<file path="config.mk">
export PLATFORM = sky130hd
export DESIGN_NAME = rf_multiport
export DESIGN_NICKNAME = d
export VERILOG_FILES = /design/src/rtl/rf_multiport.sv
export SDC_FILE = /design/constraint.sdc
export NUM_CORES = 1
export LEC_CHECK = 0
export ABC_AREA = 1
export BUFFER_PORTS_ARGS = -buffer_cell sky130_fd_sc_hd__clkbuf_2
export CELL_PAD_IN_SITES_DETAIL_PLACEMENT = 2
export CELL_PAD_IN_SITES_GLOBAL_PLACEMENT = 2
export CORE_AREA = 2 2 220 222
export CTS_CLUSTER_SIZE = 28
export DETAILED_ROUTE_END_ITERATION = 10
export DIE_AREA = 0 0 222 224
export PLACE_DENSITY_LB_ADDON = 0.1
export SLEW_MARGIN = 20
export SYNTH_ARGS = -nofsm -noshare
export SYNTH_HDL_FRONTEND = slang
export SYNTH_SLANG_ARGS = --single-unit
</file>
<file path="constraint.sdc">
create_clock -name clk -period 3.2 [get_ports clk]
set_input_delay 0.64 -clock clk [delete_from_list [all_inputs] [get_ports clk]]
set_output_delay 0.64 -clock clk [all_outputs]
set_load 0.005 [all_outputs]
</file>
<file path="src/rtl/rf_multiport.sv">
// Multiported register file: two write ports and NUM_RD registered read ports.
// A busy scoreboard marks entries that are waiting for a future write.
// Reads are write-first: they return the state as it stands after the current edge.
module rf_multiport #(
  parameter int unsigned DATA_W   = 16,
  parameter int unsigned ADDR_W   = 4,
  parameter int unsigned NUM_RD   = 2,
  parameter int unsigned ZERO_REG = 1
) (
  input  logic                       clk,
  input  logic                       rst_n,
  input  logic [NUM_RD-1:0]          rd_en,
  input  logic [NUM_RD*ADDR_W-1:0]   rd_addr,
  output logic [NUM_RD*DATA_W-1:0]   rd_data,
  output logic [NUM_RD-1:0]          rd_busy,
  input  logic                       wr0_en,
  input  logic [ADDR_W-1:0]          wr0_addr,
  input  logic [DATA_W-1:0]          wr0_data,
  input  logic                       wr1_en,
  input  logic [ADDR_W-1:0]          wr1_addr,
  input  logic [DATA_W-1:0]          wr1_data,
  input  logic                       alloc_en,
  input  logic [ADDR_W-1:0]          alloc_addr
);

  localparam int unsigned DEPTH = 2 ** ADDR_W;

  logic [DATA_W-1:0] mem [DEPTH];
  logic [DEPTH-1:0]  busy;
  logic [DEPTH-1:0]  busy_nxt;

  logic              wr0_ok;
  logic              wr1_ok;
  logic              alloc_ok;

  logic [ADDR_W-1:0] ra       [NUM_RD];
  logic [DATA_W-1:0] rd_val_c [NUM_RD];

  // Entry 0 is hardwired to zero when ZERO_REG is set.
  function automatic logic is_zero(input logic [ADDR_W-1:0] a);
    return (ZERO_REG != 0) && (a == '0);
  endfunction

  // Effective write/alloc qualifiers; wr1 wins over wr0 on an address collision.
  always_comb begin
    wr1_ok   = wr1_en && !is_zero(wr1_addr);
    wr0_ok   = wr0_en && !is_zero(wr0_addr) && !(wr1_ok && (wr1_addr == wr0_addr));
    alloc_ok = alloc_en && !is_zero(alloc_addr);
  end

  // Next busy vector: writes retire an entry, an alloc at the same edge re-marks it.
  always_comb begin
    busy_nxt = busy;
    if (wr0_ok)   busy_nxt[wr0_addr]   = 1'b0;
    if (wr1_ok)   busy_nxt[wr1_addr]   = 1'b0;
    if (alloc_ok) busy_nxt[alloc_addr] = 1'b1;
  end

  // Split the packed read address bus into one address per port.
  always_comb begin
    for (int i = 0; i < NUM_RD; i++) begin
      ra[i] = rd_addr[i*ADDR_W +: ADDR_W];
    end
  end

  // Per-port write-first read value: forward same-edge write data over the array.
  always_comb begin
    for (int i = 0; i < NUM_RD; i++) begin
      rd_val_c[i] = mem[ra[i]];
      if (wr0_ok && (wr0_addr == ra[i])) rd_val_c[i] = wr0_data;
      if (wr1_ok && (wr1_addr == ra[i])) rd_val_c[i] = wr1_data;
    end
  end

  // Storage array and busy scoreboard.
  always_ff @(posedge clk) begin
    if (!rst_n) begin
      for (int i = 0; i < DEPTH; i++) begin
        mem[i] <= '0;
      end
      busy <= '0;
    end else begin
      if (wr0_ok) mem[wr0_addr] <= wr0_data;
      if (wr1_ok) mem[wr1_addr] <= wr1_data;
      busy <= busy_nxt;
    end
  end

  // Registered read ports; a disabled port holds its last result.
  always_ff @(posedge clk) begin
    if (!rst_n) begin
      rd_data <= '0;
      rd_busy <= '0;
    end else begin
      for (int i = 0; i < NUM_RD; i++) begin
        if (rd_en[i]) begin
          rd_data[i*DATA_W +: DATA_W] <= rd_val_c[i];
          rd_busy[i]                  <= busy_nxt[ra[i]];
        end
      end
    end
  end

endmodule

</file>
Yosys cells after proc, flatten, opt, wreduce, memory -nomap -nowiden
Memory sizes are Yosys's and may differ from the RTL's. A register that Yosys moved wholly into a read port is not among the register bits.
Index checks and enable logic that the tools add are counted.
{ "word_totals": {"mem_count": 1, "ram_bits": 256, "output_inout_bits": 34, "inputBits": 59, "elab_cells": 63, "ff_bits": 18} }
{ "op_classes": {"n_lt_le_gt_ge": 8, "reduce_logical": 19, "eq_ne": 1, "bitwise": 5, "mux": 26} }
{ "memory_table": {"columns": ["name", "words", "width", "read_ports", "rd_clocked_by_memory_dff", "write_ports", "line_no", "rtl"], "rows": [
  ["mem", 16, 16, 2, 2, 16, "28", "logic [DATA_W-1:0] mem [DEPTH];"]
]} }
{ "op_table": {"columns": ["op", "count"], "rows": [
  ["16-bit 2-to-1 mux", 5],
  ["16-bit AND", 2],
  ["16-bit inverter", 2],
  ["16-bit OR reduction", 2],
  ["4-bit by 5-bit less-than comparator with 1-bit output, second input constant", 5],
  ["16-bit bitwise OR", 1],
  ["1-bit 2-to-1 mux", 14],
  ["1-bit demux with 4-bit select", 3],
  ["4-bit by 1-bit >= comparator with 1-bit output, second input constant", 3],
  ["4-bit logical NOT", 3],
  ["1-bit binary-select mux with 4-bit select", 2],
  ["1-bit logical AND", 8],
  ["4-bit 2-to-1 mux", 2],
  ["1-bit logical NOT", 6],
  ["4-bit == test", 1]
]} }

Longest topological paths before layout
{ "logic_depth": {"word_depth": 13, "mapped_depth": 16, "mapped_depth_nobuf": 14} }

Worst setup path after synthesis
Ideal clock, no wire load.
{ "synth_timing": {"path_type": "input to register", "startpoint": "in wr1_addr[0]", "endpoint": "mem mem[1][0] (enable)", "setup_time_ns": 0.416, "required_ns": 2.784, "cell_stages": 10, "path_buffers": 3, "setup_slack_ns": 0.541, "t_arrival_ns": 2.243, "path_cell_list": "buf_4 > nor2_1 > a21oi_1 > nand3_4 > nand2_4 > nor2_8 > buf_6 > nand2_2 > buf_2 > nand3_1"} }
{ "synth_lines": {"columns": ["element", "line_no", "rtl"], "rows": [
  ["start: declaration", "20", "input logic [ADDR_W-1:0] wr1_addr,"],
  ["end: declaration", "28", null]
]} }

==> impl_metrics.csv <==
group,metric,value,unit
run_status,status,"finished clean",
drt,drcViolationCount,0,
cells_and_area,post-route-util,43.0,%
floorplan,dieWidth,222,um
critical_path,cp_slowest_cell,"inv_1",
power,leakagePower,7.35,nW
cells_and_area,final_design_area_no_fill,20400,um2
drt,ant_nets,0,
place,numPortBuffers,92,
sta,period_minus_slack,2410,ps
clocking,cts_hold_buf,0,
power,pwr-share-comb,15.1,%
sta,hold_viol_final,0,
sta,rsz0062_at_grt,"no",
clocking,cts-root-buf,"clkbuf_16",
power,p_sw_share,29.4,%
clocking,htree_levels,2,
cells_and_area,antenna_cells,0,
global_route,grt_pass1_vias,19700,
clocking,clock_latency,580,ps
yosys,synthTopCellsByArea,"edfxtp_1 (43%), o21ai_0 (11%), o22ai_1 (10%), dfxtp_1 (5.6%), nor2_1 (5.0%)",
clocking,clk_pin_slew,60,ps
yosys,synth.most_common_cell,"o21ai_0",
drt,wl,86600,um
yosys,synth_seq_area_share,48.9,%
global_route,grt_max_degree,101,
yosys,synth_top_area_share,43.3,%
global_route,grt_pass1_wl,127000,um
power,p_sw,0.00321,W
critical_path,critPathMaxStageDelay,520,ps
critical_path,cp-end-kind,"flip-flop",
yosys,ys_warn_count,0,
clocking,cts_tree,"built",
global_route,antenna_found_initial,0,
global_route,globalRouteOverflowTotal,0,
clocking,cts_setup_buffers,0,
drt,drtIter0Drc,1588,
power,internal_power,0.00773,W
hold_path,min_path_type,"in -> reg",
global_route,track_usage,34.4,%
sta,max_freq,416,MHz
clocking,cts_buffers,41,
floorplan,die-area,49700,um2
drt,vias,18400,
sta,slew_viol_final,0,
sta,setup_viol,0,
yosys,syn_inst,2146,
place,hpwl,56500,um
floorplan,rows,80,
sta,min_period_over_period,75.2,%
place,finalWeightedCongestion,0.872,
power,pwr-share-clk,41.8,%
clocking,cts_buffer_depth,3,
critical_path,cp_cell_sequence,"clkbuf_2, buf_12, inv_1, buf_4, o21ai_0, o22ai_1, nor2_1, o31ai_1, a31oi_1",
clocking,post_cts_resized,0,
critical_path,worstPathArrival,2820,ps
yosys,ys_ff_latch,306,
floorplan,ios,93,
power,peakVddDrop,0.000286,V
drt,wire_per_inst,30.4,um
power,pwr_density_cell,538,nW/um2
sta,setup_tns,0,ps
cells_and_area,nets,2258,
drt,vias_per_cell,6.47,
power,finalPower,0.0109,W
place,post_dp_cell_area,19100,um2
sta,maxSlewHeadroom,37.1,%
sta,worst_pin_slew,941,ps
yosys,synth.distinct_cells,34,
yosys,async_flop_share,0,%
cells_and_area,area_growth,14.7,%
critical_path,start_kind,"input port",
power,seqPwrFrac,43.1,%
floorplan,coreArea,47300,um2
yosys,synth_edf_count,256,
yosys,yosys_most_used_dff,"edfxtp_1",
drt,first_pass_iters,5,
yosys,avgSynthCellArea,8.27,um2
floorplan,start_util,37.5,%
yosys,synth_area,17800,um2
floorplan,die_y,224,um
critical_path,crit_required,3620,ps
sta,fin_worst_skew,15.7,ps
critical_path,cp_max_fo,31,
critical_path,criticalPathCategory,"in -> reg",
flow_run,drv_cap,0,
yosys,netlist_top_cells_count,"o21ai_0 (384), o22ai_1 (290), edfxtp_1 (256)",
yosys,yosys.area.top_type,"edfxtp_1",
clocking,cts_sinks,306,
cells_and_area,drive_gt1_share,12.9,%
==> sequential cells by signal, indices dropped and copies added, names as in the netlist <==
name / flops
busy: 16
rd_data: 32
rd_busy: 2
mem: 256
==> cell type report <==
cell class	count	area (um2)
inverters	145	549
clock buffers	57	1160
repair buffers	202	1400
flip-flops and latches	306	8690
multi-input cells	1503	7650
clock inverters	18	139
well taps	615	769
fillers	5311	27000
==> cell usage in the layout, fill, tap and decap left out, drive strengths merged, types with 3 or more instances in the layout <==
cell,count
o22ai,290
dfxtp,50
nand4,3
edfxtp,256
clkinv,33
inv,127
a31oi,31
a21oi,169
o211ai,18
nor3,3
nand2,181
buf,114
o31ai,22
nor2,239
clkbuf,145
xor2,12
nand3,124
o21ai,392
conb,16
==> per-layer routing <==
metal	vias to the layer above	share of wire (%)	global-route usage (%)
met5	-	0	0
met3	251	6.1	4.24
met4	0	5.9	20.0
met1	9449	39	41.0
li1	7939	-	-
met2	779	49	59.9
==> cells by family (layout without fill, tap and decap cells) <==
logic type / after synthesis / after routing / synth area share [%]
AND/OR/NAND/NOR: 552 / 552 / 13.1
buffers and inverters: 352 / 422 / 8.28
flip-flops: 306 / 306 / 48.9
AO/OA/AOI/OAI: 923 / 923 / 29.1
XOR/XNOR: 12 / 12 / 0.592
other: 1 / 16 / 0.0211
==> critical path: cells and delay by family <==
| family | cells | cell delay (ps) |
|---|---|---|
| simple gates | 1 | 80 |
| compound gates | 4 | 810 |
| buf+inv | 4 | 1230 |
==> power by group through the flow <==
stage / Clock (W) / Combinational (W) / Sequential [W]
finish: 0.00457 / 0.00165 / 0.00472
global route: 0.00474 / 0.00177 / 0.00475
CTS: 0.00461 / 0.00163 / 0.00472
detailed placement: 0 / 0.00162 / 0.00480
global placement: 0 / 0.00156 / 0.00478
floorplan: 0 / 0.000905 / 0.00475
==> path summary, 6_finish.rpt <==
check	to	start	slack [ps]	depth (start not counted)
setup / recovery	rd_data[22]	rd_addr[6]	790	9
hold / removal	rd_data[31]	wr1_data[15]	340	3
setup reg to reg	rd_data[3]	mem[9][3]	1230	8
hold reg to reg	busy[0]	busy[0]	460	2
==> per-stage QoR <==
| stage | cells | worst slack, ps | hold WS (ps) |
|---|---|---|---|
| 3_5_place_dp | 2771 | 322 | 454 |
| 6_report | 2846 | 794 | 344 |
| 4_1_cts | 2846 | 882 | 327 |
| 5_1_grt | 2846 | 709 | 368 |
| 2_1_floorplan | 2161 | 541 | 413 |
| 3_3_place_gp | 2771 | 409 | 427 |
No activity file was read; power rests on OpenSTA's default activity.
